`config.mk`:
```
export PLATFORM = sky130hd
export DESIGN_NAME = cond_scan_kernel
export DESIGN_NICKNAME = d
export VERILOG_FILES = /design/src/rtl/cond_scan_kernel.sv
export SDC_FILE = /design/constraint.sdc
export NUM_CORES = 1
export LEC_CHECK = 0
export ABC_AREA = 1
export BUFFER_PORTS_ARGS = -buffer_cell sky130_fd_sc_hd__buf_2
export CAP_MARGIN = 20
export CORE_ASPECT_RATIO = 0.75
export CORE_MARGIN = 1.5
export CORE_UTILIZATION = 30
export DETAILED_ROUTE_END_ITERATION = 7
export PLACE_DENSITY = 0.51
export SLEW_MARGIN = 5
export SYNTH_ARGS = -nofsm -noshare
export SYNTH_HDL_FRONTEND = slang
export SYNTH_SLANG_ARGS = --single-unit
```
`constraint.sdc`:
```
create_clock -name clk -period 1.95 [get_ports clk]
set_input_delay 0 -clock clk [delete_from_list [all_inputs] [get_ports clk]]
set_output_delay 0 -clock clk [all_outputs]
set_load 0.02 [all_outputs]
```
`src/rtl/cond_scan_kernel.sv`:
```
// -----------------------------------------------------------------------------
// cond_scan_kernel
//   Conditional scan kernel over an internal WIDTH x DEPTH array. On a start
//   pulse it walks the first len_i entries (clamped to DEPTH). Zero entries are
//   overwritten with init_i and counted; nonzero entries are summed. A host can
//   load and read back the array through the controlArr port, which stalls the
//   kernel while held.
//
// Ports
//   clk, rst             clock (rising edge), asynchronous active-high reset
//   r_enable             start / restart pulse
//   init_i, len_i        replacement value and scan length, latched at start
//   controlArr           host owns the array port; kernel is frozen
//   controlArrWEnable_a  host write enable
//   controlArrAddr_a     host address
//   controlArrWData_a    host write data
//   controlArrRData_a    host read data, one cycle after the address; 0 when
//                        controlArr is low
//   w_enable             done flag, held until the next r_enable
//   result, zero_count   sum of nonzero entries / number of replaced entries
//   busy                 kernel is scanning (RD/EV/WR)
// -----------------------------------------------------------------------------
module cond_scan_kernel #(
    parameter  int WIDTH = 8,
    parameter  int DEPTH = 16,
    localparam int AW    = $clog2(DEPTH),
    localparam int SUM_W = WIDTH + AW
) (
    input  logic             clk,
    input  logic             rst,
    input  logic             r_enable,
    input  logic [WIDTH-1:0] init_i,
    input  logic [AW:0]      len_i,
    input  logic             controlArr,
    input  logic             controlArrWEnable_a,
    input  logic [AW-1:0]    controlArrAddr_a,
    input  logic [WIDTH-1:0] controlArrWData_a,
    output logic [WIDTH-1:0] controlArrRData_a,
    output logic             w_enable,
    output logic [SUM_W-1:0] result,
    output logic [AW:0]      zero_count,
    output logic             busy
);

    typedef enum logic [2:0] {IDLE, RD, EV, WR, DONE} state_t;

    localparam logic [AW:0] DEPTH_L = (AW+1)'(DEPTH);

    state_t           state_q, state_d;
    logic [AW-1:0]    index_q, index_d;
    logic [AW:0]      len_q, len_d;
    logic [WIDTH-1:0] init_q, init_d;
    logic [SUM_W-1:0] sum_q, sum_d;
    logic [AW:0]      count_q, count_d;
    logic [SUM_W-1:0] result_q, result_d;
    logic [AW:0]      zero_count_q, zero_count_d;
    logic             w_enable_q, w_enable_d;

    // Single-port array with registered read data
    logic [WIDTH-1:0] mem [DEPTH];
    logic [WIDTH-1:0] mem_rdata_q;
    logic [AW-1:0]    mem_addr;
    logic [WIDTH-1:0] mem_wdata;
    logic             mem_we;

    logic [AW:0]      idx_inc;
    logic             advance;

    assign idx_inc = {1'b0, index_q} + (AW+1)'(1);

    // Host owns the port outright while controlArr is high; the kernel only
    // writes in WR, so a write deferred by a host stall lands on release.
    assign mem_addr  = controlArr ? controlArrAddr_a  : index_q;
    assign mem_wdata = controlArr ? controlArrWData_a : init_q;
    assign mem_we    = controlArr ? controlArrWEnable_a : (state_q == WR);

    always_ff @(posedge clk) begin
        if (mem_we) begin
            mem[mem_addr] <= mem_wdata;
        end
        mem_rdata_q <= mem[mem_addr];
    end

    always_comb begin
        state_d      = state_q;
        index_d      = index_q;
        len_d        = len_q;
        init_d       = init_q;
        sum_d        = sum_q;
        count_d      = count_q;
        result_d     = result_q;
        zero_count_d = zero_count_q;
        w_enable_d   = w_enable_q;
        advance      = 1'b0;

        if (r_enable) begin
            init_d     = init_i;
            len_d      = (len_i > DEPTH_L) ? DEPTH_L : len_i;
            sum_d      = '0;
            count_d    = '0;
            index_d    = '0;
            w_enable_d = 1'b0;
            if (len_d == '0) begin
                state_d      = DONE;
                result_d     = '0;
                zero_count_d = '0;
                w_enable_d   = 1'b1;
            end else begin
                state_d = RD;
            end
        end else if (controlArr) begin
            // The read data captured for EV is lost to the host, so fall back
            // to RD and re-issue the read once the port is released.
            if (state_q == EV) begin
                state_d = RD;
            end
        end else begin
            case (state_q)
                RD: state_d = EV;
                EV: begin
                    if (mem_rdata_q == '0) begin
                        state_d = WR;
                    end else begin
                        sum_d   = sum_q + SUM_W'(mem_rdata_q);
                        advance = 1'b1;
                    end
                end
                WR: begin
                    count_d = count_q + (AW+1)'(1);
                    advance = 1'b1;
                end
                default: ;
            endcase

            if (advance) begin
                if (idx_inc < len_q) begin
                    index_d = idx_inc[AW-1:0];
                    state_d = RD;
                end else begin
                    state_d      = DONE;
                    result_d     = sum_d;
                    zero_count_d = count_d;
                    w_enable_d   = 1'b1;
                end
            end
        end
    end

    always_ff @(posedge clk or posedge rst) begin
        if (rst) begin
            state_q      <= IDLE;
            index_q      <= '0;
            len_q        <= '0;
            init_q       <= '0;
            sum_q        <= '0;
            count_q      <= '0;
            result_q     <= '0;
            zero_count_q <= '0;
            w_enable_q   <= 1'b0;
        end else begin
            state_q      <= state_d;
            index_q      <= index_d;
            len_q        <= len_d;
            init_q       <= init_d;
            sum_q        <= sum_d;
            count_q      <= count_d;
            result_q     <= result_d;
            zero_count_q <= zero_count_d;
            w_enable_q   <= w_enable_d;
        end
    end

    assign controlArrRData_a = controlArr ? mem_rdata_q : '0;
    assign w_enable          = w_enable_q;
    assign result            = result_q;
    assign zero_count        = zero_count_q;
    assign busy              = (state_q == RD) || (state_q == EV) || (state_q == WR);

endmodule

```
==> flow_metrics.tcl <==
set metrics [dict create \
    htreeDepth 4 \
    cts_tree "built" \
    dieArea_um2 29670 \
    end_kind "flip-flop" \
    synth.mux.area_fraction_pct 0 \
    synth_nets 916 \
    drt_iter0_drc 424 \
    grt_pass1_wl_um 34890 \
    path_common_cell "nand2_1" \
    cpMaxStageDelayCell "dfrtp_1" \
    fin_worst_skew_ps 11.60 \
    power.static_leakage_uw 0.004557 \
    die_w_um 198.4 \
    vias_per_cell 4.558 \
    antenna_found_initial 0 \
    path_cells "ha_4 -> xor2_2 -> ha_1 -> nand2_1 -> nand2_1 -> nand2_1 -> nand2_2 -> nor2_4 -> nand2_2 -> nand2_2 -> nor2_4 -> clkinv_4 -> clkbuf_16 -> nand2_1 -> o21ai_1" \
    clk_latency_ps 440 \
    remaining_drc_errors 0 \
    pre_cts_ws_ps -118.8 \
    grt_overflow 0 \
    fin_crit_ps 2125 \
    cts_buffers 17 \
    n_antenna_cell 0 \
    ys_seq_elements 191 \
    rr_startpoint "index_q[0]" \
    synth_compound_area_share_pct 4.516 \
    setup.worst_path.start_class "flip-flop" \
    synth_simple_gate_area_share_pct 24.95 \
    synth_warnings 0 \
    wl_um 22800 \
    slew_headroom_pct 51.56 \
    groute.usage.overall_pct 15.78 \
    peakVddDrop_uv 617.5 \
    cts_sinks 191 \
    synth_top_family_by_area "simple AND/OR/NAND/NOR gates" \
    place_congestion 0.8081 \
    dieHeight_um 149.5 \
    status "finished, violations left" \
    worst_pin_slew_ps 725.6 \
    firstDrtPassIters 5 \
    seq_area_frac_synth_pct 62.64 \
    synthXorXnorAreaFrac_pct 0.5098 \
    setup_viol 22 \
    cpPeakStageDelay_ps 430 \
    cp.required_ps 2270 \
    vias 6381 \
    startpoint "index_q[0]" \
    syn_area_um2 8589 \
    clk_pin_slew_ps 70 \
    hp-class "in -> reg" \
    syn_area_per_cell_um2 9.862 \
    drive_above_1_share_pct 22.66 \
    holdCritStartpoint "controlArrWData_a[2]" \
    start_util_pct 30.55 \
    rsz0062_at_grt "true" \
    grt_max_degree 30 \
    areaGrowthSynthToFinish_pct 25.36 \
    hold_viol 0 \
    finalInstanceArea_um2 10770 \
    slew_violations 0 \
    arrival_ps 2450 \
    cellPowerDensity_nw_per_um2 959.9 \
    post_dp_cell_area_um2 9706 \
    synth_cell_type_count 36 \
    cp_max_fo 13 \
    syn_inst 871 \
    worst_slack_ps -175.3 \
    ant_nets 0 \
    grt_pass1_vias 6045 \
    dp_hpwl_um 15670 \
    fp-row-count 53 \
    finalCritPeriodShare_pct 109.0 \
    wl_per_cell_um 16.29 \
    path_class "reg -> reg" \
    portBuffers 56 \
    core_area_um2 28120 \
    max_clock_freq_mhz 470.5 \
    synthAdderAreaFrac_pct 2.272 \
    nets 1047 \
    cts_buffer_depth 2 \
    cap_violations 0 \
    failed_checks "negative setup slack" \
    cts-root-buf "clkbuf_16" \
    io_pins 57 \
]
-- synthesized netlist by cell type, drive strengths merged --
library cell,count,area [um^2]
nand3,61,305.3
nand4,44,275.3
xor2,5,43.79
fa,1,20.02
ha,14,175.2
clkbuf,8,30.03
o21a,1,7.510
clkinv,1,3.750
nor2,58,301.5
nand3b,3,22.52
inv,69,264.0
o211ai,1,7.510
dfxtp,8,160.2
dfrtp,55,1376
nand2,320,1221
nor3,1,5.000
buf,23,141.4
a21oi,12,63.81
a21o,1,7.510
o21ai,55,301.5
or2,2,12.51
edfxtp,128,3844
-- flip-flops by register name (all words and copies together), names as in the netlist --
name and count:
count_q 5, index_q 4, init_q 8, len_q 5, mem 128, mem_rdata_q 8
result 12, state_q 3, sum_q 12, w_enable 1, zero_count 5
-- cell usage in the layout (no fill, tap or decap), types with 4 or more instances in the layout --
cell type      count
nor2_2            13
nor2_1            35
inv_6              4
o21ai_1           17
nand4_1           44
o21ai_0           32
buf_4             53
edfxtp_1         128
dfrtp_1           54
clkinv_4           4
nand2_2           24
a21oi_1           10
ha_1              13
nor2_4             7
clkbuf_16         19
nand3_1           60
nand2_1          294
dlygate4sd3_1     17
buf_2             55
dfxtp_1            8
inv_2              7
buf_6             12
inv_1             59
-- path summary, 6_finish.rpt --
| path | end | slack [ps] | cells after the start |
|---|---|---|---|
| worst max-delay path | result[7] | -180 | 15 |
| worst min-delay path | mem[8][2] | 110 | 4 |
| worst max register to register | result[7] | -180 | 15 |
| worst min register to register | zero_count[4] | 470 | 2 |
| max in group asynchronous | sum_q[5] | 1110 | 4 |
| min in group asynchronous | zero_count[0] | 230 | 3 |
-- kinds of logic after synthesis --
family	count (synthesis)
buffers and inverters	101
adders and majority gates	15
xor gates and xnor gates	5
DFF	191
and+or+nand+nor	489
AOI/OAI and AO/OA	70
-- metal layers --
| layer | global-route usage, % | wire length [um] | vias to the layer above |
|---|---|---|---|
| met1 | 25.05 | 12250 | 3032 |
| met4 | 3.779 | 199 | 0 |
| met2 | 21.61 | 9221 | 160 |
| li1 | - | - | 3174 |
| met5 | 0 | 0 | - |
| met3 | 2.998 | 1131 | 15 |
-- area by class of cell --
cell class,instances,area (um^2)
Sequential cell,191,5381
Clock buffer,18,439.2
Fill cell,2780,17350
Clock inverter,14,156.4
Multi-Input combinational cell,579,2940
Tap cell,385,481.7
Timing Repair Buffer,143,1096
Inverter,70,272.8
-- power by group --
part           internal (uW)  leakage, uW  switching [uW]
Sequential              4580      0.00197             145
Clock                   1950     0.000287            1610
Combinational            711      0.00230            1340
-- worst max-delay path: cells and delay by family, from the launching register on --
family | cells | cell delay (ps)
xor gates and xnor gates | 1 | 150
buffers and inverters | 2 | 300
adders and majority gates | 2 | 490
AOI/OAI and AO/OA | 1 | 60
DFF | 1 | 430
and+or+nand+nor | 9 | 570
-- metrics by stage --
step | hold slack, ps | setup TNS [ps] | instances | utilization [%] | total power (uW)
after floorplan | 116.8 | 0 | 871 | - | 5946
after CTS | 91.10 | -1619 | 1394 | 37.33 | 10270
after global routing | 126.4 | -5638 | 1400 | 38.30 | 10800
after detailed placement | 167.6 | -2021 | 1345 | 34.52 | 6673
after global placement | 157.7 | -793.5 | 1345 | 34.52 | 6663
final | 111.8 | -2876 | 1400 | 38.30 | 10340
-- what timing repair did --
item | in CTS | in global routing
hold buffers | 17 | 0
hold endpoints to repair | 45 | 0
resized for setup | 5 | 61
setup buffers | 0 | 4
endpoints found under the setup margin | 24 | 142
pin swaps | 2 | 11
gates cloned | 0 | 2
(Power assumes the default switching activity.)
